$ cat src/rtl/fft_size_factorizer.sv
// Factors a mixed-radix FFT length N into exponents of 4, 2, 3 and 5, doing one
// constant-divisor trial per cycle. Lengths of zero, lengths with any other prime factor, and exponent overflow are flagged.
module fft_size_factorizer #(
  parameter int W  = 12,
  parameter int EW = 3
) (
  input  logic          clk,
  input  logic          reset_n,
  input  logic          io_in_valid,
  output logic          io_in_ready,
  input  logic [W-1:0]  io_in_len,
  output logic          io_out_valid,
  input  logic          io_out_ready,
  output logic [EW-1:0] io_out_n4,
  output logic [EW-1:0] io_out_n2,
  output logic [EW-1:0] io_out_n3,
  output logic [EW-1:0] io_out_n5,
  output logic          io_out_err
);

  // state  | meaning
  // IDLE   | waiting for a length; io_in_ready high
  // DIV2   | stripping factors of 2
  // DIV3   | stripping factors of 3
  // DIV5   | stripping factors of 5; result is registered on exit
  // DONE   | result presented until io_out_ready
  localparam logic [2:0] S_IDLE = 3'd0;
  localparam logic [2:0] S_DIV2 = 3'd1;
  localparam logic [2:0] S_DIV3 = 3'd2;
  localparam logic [2:0] S_DIV5 = 3'd3;
  localparam logic [2:0] S_DONE = 3'd4;

  localparam logic [EW:0]   CNT2_MAX = '1;
  localparam logic [EW-1:0] CNT_MAX  = '1;

  logic [2:0]    state;
  logic [W-1:0]  rem;
  logic [EW:0]   cnt2;
  logic [EW-1:0] cnt3;
  logic [EW-1:0] cnt5;
  logic          ovf;

  logic          rem_one;
  logic [W-1:0]  rem_div3;
  logic [W-1:0]  rem_mod3;
  logic [W-1:0]  rem_div5;
  logic [W-1:0]  rem_mod5;
  logic          hit2;
  logic          hit3;
  logic          hit5;

  assign rem_one  = (rem == W'(1));
  assign rem_div3 = rem / W'(3);
  assign rem_mod3 = rem % W'(3);
  assign rem_div5 = rem / W'(5);
  assign rem_mod5 = rem % W'(5);
  assign hit2     = !rem[0] && !rem_one;
  assign hit3     = (rem_mod3 == '0) && !rem_one;
  assign hit5     = (rem_mod5 == '0) && !rem_one;

  assign io_in_ready  = (state == S_IDLE);
  assign io_out_valid = (state == S_DONE);

  always_ff @(posedge clk or negedge reset_n) begin
    if (!reset_n) begin
      state      <= S_IDLE;
      rem        <= '0;
      cnt2       <= '0;
      cnt3       <= '0;
      cnt5       <= '0;
      ovf        <= 1'b0;
      io_out_n4  <= '0;
      io_out_n2  <= '0;
      io_out_n3  <= '0;
      io_out_n5  <= '0;
      io_out_err <= 1'b0;
    end else begin
      case (state)
        S_IDLE: begin
          if (io_in_valid) begin
            rem  <= io_in_len;
            cnt2 <= '0;
            cnt3 <= '0;
            cnt5 <= '0;
            ovf  <= 1'b0;
            if (io_in_len == '0) begin
              io_out_n4  <= '0;
              io_out_n2  <= '0;
              io_out_n3  <= '0;
              io_out_n5  <= '0;
              io_out_err <= 1'b1;
              state      <= S_DONE;
            end else begin
              state <= S_DIV2;
            end
          end
        end
        S_DIV2: begin
          if (hit2) begin
            rem <= rem >> 1;
            // Saturated counters keep dividing so the residual check stays meaningful.
            if (cnt2 == CNT2_MAX) ovf <= 1'b1;
            else                  cnt2 <= cnt2 + 1'b1;
          end else begin
            state <= S_DIV3;
          end
        end
        S_DIV3: begin
          if (hit3) begin
            rem <= rem_div3;
            if (cnt3 == CNT_MAX) ovf <= 1'b1;
            else                 cnt3 <= cnt3 + 1'b1;
          end else begin
            state <= S_DIV5;
          end
        end
        S_DIV5: begin
          if (hit5) begin
            rem <= rem_div5;
            if (cnt5 == CNT_MAX) ovf <= 1'b1;
            else                 cnt5 <= cnt5 + 1'b1;
          end else begin
            io_out_n4  <= cnt2[EW:1];
            io_out_n2  <= {{(EW-1){1'b0}}, cnt2[0]};
            io_out_n3  <= cnt3;
            io_out_n5  <= cnt5;
            io_out_err <= !rem_one || ovf;
            state      <= S_DONE;
          end
        end
        S_DONE: begin
          if (io_out_ready) state <= S_IDLE;
        end
        default: state <= S_IDLE;
      endcase
    end
  end

endmodule

$ cat config.mk
export PLATFORM = sky130hd
export DESIGN_NAME = fft_size_factorizer
export DESIGN_NICKNAME = d
export VERILOG_FILES = /design/src/rtl/fft_size_factorizer.sv
export SDC_FILE = /design/constraint.sdc
export NUM_CORES = 1
export LEC_CHECK = 0
export BUFFER_PORTS_ARGS = -buffer_cell sky130_fd_sc_hd__buf_2
export CORE_UTILIZATION = 25
export CTS_CLUSTER_SIZE = 30
export DETAILED_ROUTE_END_ITERATION = 16
export PLACE_DENSITY_LB_ADDON = 0.2
export SYNTH_ARGS = -nofsm -noshare
export SYNTH_HDL_FRONTEND = slang
export SYNTH_SLANG_ARGS = --single-unit
$ cat constraint.sdc
create_clock -name clk -period 28.8 [get_ports clk]
set_clock_uncertainty 0.15 [all_clocks]
set_input_delay 0 -clock clk [delete_from_list [all_inputs] [get_ports clk]]
set_output_delay 0 -clock clk [all_outputs]
set_load 0.02 [all_outputs]
-- Yosys cells after proc, flatten, opt, wreduce, memory -nomap -nowiden
Index checks and enable logic that the tools add are counted.
- add/subtract/negate cells: 3
- divide/modulo/power cells: 4
- equal/unequal tests: 23
- muxes and demuxes: 45
- reduce and logical (&&, ||, !) cells: 21
- operators by type and width (operator ; number):
    $mux 3 ; 17
    $mux 12 ; 4
    $pmux 12 s4 ; 1
    $logic_not 12->1 ; 3
    $pmux 3 s2 ; 6
    $ne 2x2->1 const B ; 13
    $reduce_and 4->1 ; 4
    $pmux 3 s5 ; 1
    $div 12x2->12 const B ; 1
    $div 12x3->12 const B ; 1
    $eq 12x1->1 const B ; 1
    $mod 12x2->12 const B ; 1
    $mod 12x3->12 const B ; 1
    $mux 4 ; 3
    $mux 1 ; 10
    $reduce_and 5->1 ; 2
    $eq 3x3->1 const B ; 3
    $pmux 4 s2 ; 1
    $reduce_and 8->1 ; 1
    $add 3x1->3 const B ; 2
    $eq 3x2->1 const B ; 2
    $reduce_bool 2->1 ; 3
    $add 4x1->4 const B ; 1
    $eq 4x4->1 const B ; 1
    9 further kinds ; 13
- register bits after elaboration: 39
- input port bits: 16
- logic and storage cells: 107

-- Longest topological paths before layout
- depth in word-level cells: 5
- gate-level depth with buffers: 75
- depth with buffers taken out: 70

-- Worst setup path after synthesis
No wires, ideal clock.
- path type: register to register
- start point: reg state[2]
- end point: reg rem[0]
- data arrival time: 16.961 ns
- required time: 28.516 ns
- setup slack: 11.555 ns
- stages on the path, launching flop included: 73
- path buffers: 4
- path through: dfrtp_1 > and3b_4 > clkbuf_1 > ha_1 > or3b_1 > o221ai_1 > ha_1 > a21o_1 > a21o_1 > mux2i_1 > inv_1 > ha_1 > clkbuf_1 > a21oi_4 > nand2_1 > xnor2_1 > ha_1 > a21o_1 > (+37 left out) > or4b_4 > a21bo_1 > buf_6 > xnor2_1 > ha_1 > ha_1 > o21a_1 > nor3_1 > a21bo_2 > nor2b_4 > mux2_2 > ha_1 > a21oi_1 > o311ai_0 > a2111o_1 > a21oi_1 > o311a_1 > a31oi_1
- RTL lines (what ; RTL line ; text):
    start, declared ; 36 ; logic [2:0] state;
    start signal, assigned ; 66 ; state <= S_IDLE;
    start signal, assigned ; 92 ; state <= S_DONE;
    start signal, assigned ; 94 ; state <= S_DIV2;
    end signal, assigned ; 81 ; rem <= io_in_len;
    end signal, assigned ; 100 ; rem <= rem >> 1;
    end signal, assigned ; 110 ; rem <= rem_div3;
    end, declared ; 37 ; logic [W-1:0] rem;

==> impl_results.md <==
- First-pass GRT wire length: 33.36 mm
- Most frequent cell after synthesis: nand2_1
- Finished Layout Cells: 1,215
- Critical Path AT: 19.39 ns
- Worst setup startpoint: state[1]
- # diodes: 0
- Yosys warning count: 0
- Setup violators final: 0
- # port buffers: 28
- Post-synth ARST share: 100.0%
- Clk sink count: 37
- Max-slew violation count: 0
- Synth Flop Type: dfrtp_1
- Drt first pass iters: 5
- Fraction of layout cells with a size suffix above 1: 12.20%
- Sequential area share after synthesis: 14.21%
- Max incr delay on CP: 0.68 ns
- CP endpoint kind: flip-flop
- Initial DRC Count: 476
- Worst hold endpoint: rem[7]
- R2R Path Start: state[1]
- Die W: 163.4 um
- Post-synth EDFFs: 0
- Relative slew slack: 27.09%
- Most common cell on crit path: ha_1
- Starting Density: 25.65%
- Syn_area_per_cell: 7.412 um2
- Worst hold path depth: 4
- DP Wirelength: 15.22 mm
- Synth cell types: 111
- Wirelength, routed: 20.33 mm
- Worst Hold Class: in2reg
- Vias: 6,708
- Synth-to-layout area growth: 9.795%
- DP Cell Count: 1,199
- Status: finished, final reports clean
- Clock-pin slew on the worst setup and hold paths: 0.06 ns
- Number of max-cap violations: 0
- Slew at the pin with the worst max-slew slack: 1.094 ns
- Die H: 163.4 um
- Area of the mapped netlist: 6515 um2
- Worst r2r path cells: 68
- Clk buf depth: 2
- All-layer global routing usage: 15.27%
- Cells after Synth: 879
- Ranking of synthesized cells by area: dfrtp_1, ha_1, nand2_1
- Crit path max fanout: 23
- Post-CTS setup repair buffer count: 0
- Die footprint: 26,710 um2
- CTS H-tree depth: 2
- R2R Path End: rem[0]
- Initial antenna violation count: 0
- Post-Route Setup TNS: 0 ns
- Largest net degree at the start of global routing: 38
- Crit path required time: 28.80 ns
- DRC: 0
- # nets final: 934
- Post-DRT Antenna Nets: 0
- Critical path type: reg2reg
- Tcrit/Tclk final: 67.31%
- GR Overflow Total: 0
- Vias/cell: 5.521
- Synth area leader: dfrtp_1
- Num rows: 58
- Unrepaired setup endpoints after global routing: false
- Clock Latency Late Sink: 0.29 ns
- Final hold viol count: 0
- Avg WL per Cell: 16.73 um
- CTS tree: built
- Synth Register Bits: 37
- Commonest cells in the netlist: nand2_1, a21oi_1, nor2_1
- R2R setup slack: 9.42 ns
- Post-layout min period: 19.38 ns
- Vias in the first global route: 6,307
- HP Start: io_in_len[7]
- Core area: 25,400 um2
- CTS Buf Count: 5
- Worst path slowest cell: dfrtp_1
- Fmax: 51.59 MHz
- IO Pins: 31
- Synth top area share: 14.21%
- Root Buffer: clkbuf_16
- Global placement routability congestion: 0.8356
- CP Launch Type: flip-flop
-- repair_timing --
item,CTS,global route
hold endpoints to repair,46,0
gates resized for setup,0,0
hold buffers,9,0
-- cells in the final DEF, fill, tap and decap left out, types with 17 or more instances in the layout --
master	instances
nand3_1	38
o211ai_1	18
nor3_1	32
o21ai_0	36
nor2_1	65
a21oi_1	70
a31oi_1	17
a21o_1	22
xnor2_1	27
nand2_1	101
xor2_1	17
buf_2	28
ha_1	32
inv_1	19
dfrtp_1	37
-- worst max-delay path by stage --
stage / end / depth (start not counted)
finish: rem[0] / 68
global route: rem[0] / 68
CTS: rem[0] / 68
detailed placement: rem[0] / 68
global placement: rem[0] / 68
floorplan: rem[0] / 72
-- area by class of cell --
type	instances	area (um2)
repair buffers	50	327.8
inverters	26	100.1
clock buffers	5	125.1
multi-input cells	765	5226
well taps	330	412.9
fillers	2807	18250
flip-flops and latches	37	925.9
clock inverters	2	35.03
-- kinds of logic after synthesis --
family / Yosys count / share of synthesized area [%]
other: 1 / 0.05756
flip-flops: 37 / 14.21
XOR/XNOR: 45 / 6.165
buffers and inverters: 78 / 5.627
AND/OR/NAND/NOR: 345 / 26.98
AO/OA/AOI/OAI: 314 / 36.09
multiplexers: 25 / 4.263
adder cells (fa/ha/maj): 34 / 6.606
-- state kept, by name (all words and copies together), names as in the netlist --
signal and count:
rem 12, ovf 1, io_out_n3 3, cnt5 3, cnt3 3, cnt2 4, io_out_err 1, io_out_n5 3
state 3, io_out_n2 1, io_out_n4 3
-- metal layers --
metal / wire length, um / up-vias / track usage [%]
met2: 9803 / 110 / 26.19
met1: 9585 / 3217 / 20.47
met3: 486 / 25 / 0.8634
met5: 0 / - / 0
li1: - / 3356 / -
met4: 453 / 0 / 4.418
-- metrics by stage --
stage | hold WS [ns] | utilization, % | setup WS (ns) | area (um2)
after floorplan | -0.4456 | - | 11.55 | 6519
after global placement | 0.02388 | 27.18 | 10.17 | 6903
after detailed placement | 0.02742 | 27.18 | 9.640 | 6903
after CTS | 0.01051 | 28.16 | 9.607 | 7153
after global routing | 0.02920 | 28.16 | 7.944 | 7153
final | 0.01188 | 28.16 | 9.415 | 7153
-- critical path: cells and delay by family (launching register included) --
| kind | cells | cell delay [ns] |
|---|---|---|
| compound gates | 32 | 8.41 |
| xor+xnor | 5 | 1.11 |
| fa+ha+maj | 12 | 3.76 |
| buf+inv | 2 | 0.18 |
| flops | 1 | 0.68 |
| mux | 3 | 1.09 |
| simple gates | 14 | 3.82 |
Power is left out: the tool's default activity adds up to more than one toggle a clock period on the data nets, which glitch-free logic cannot reach.
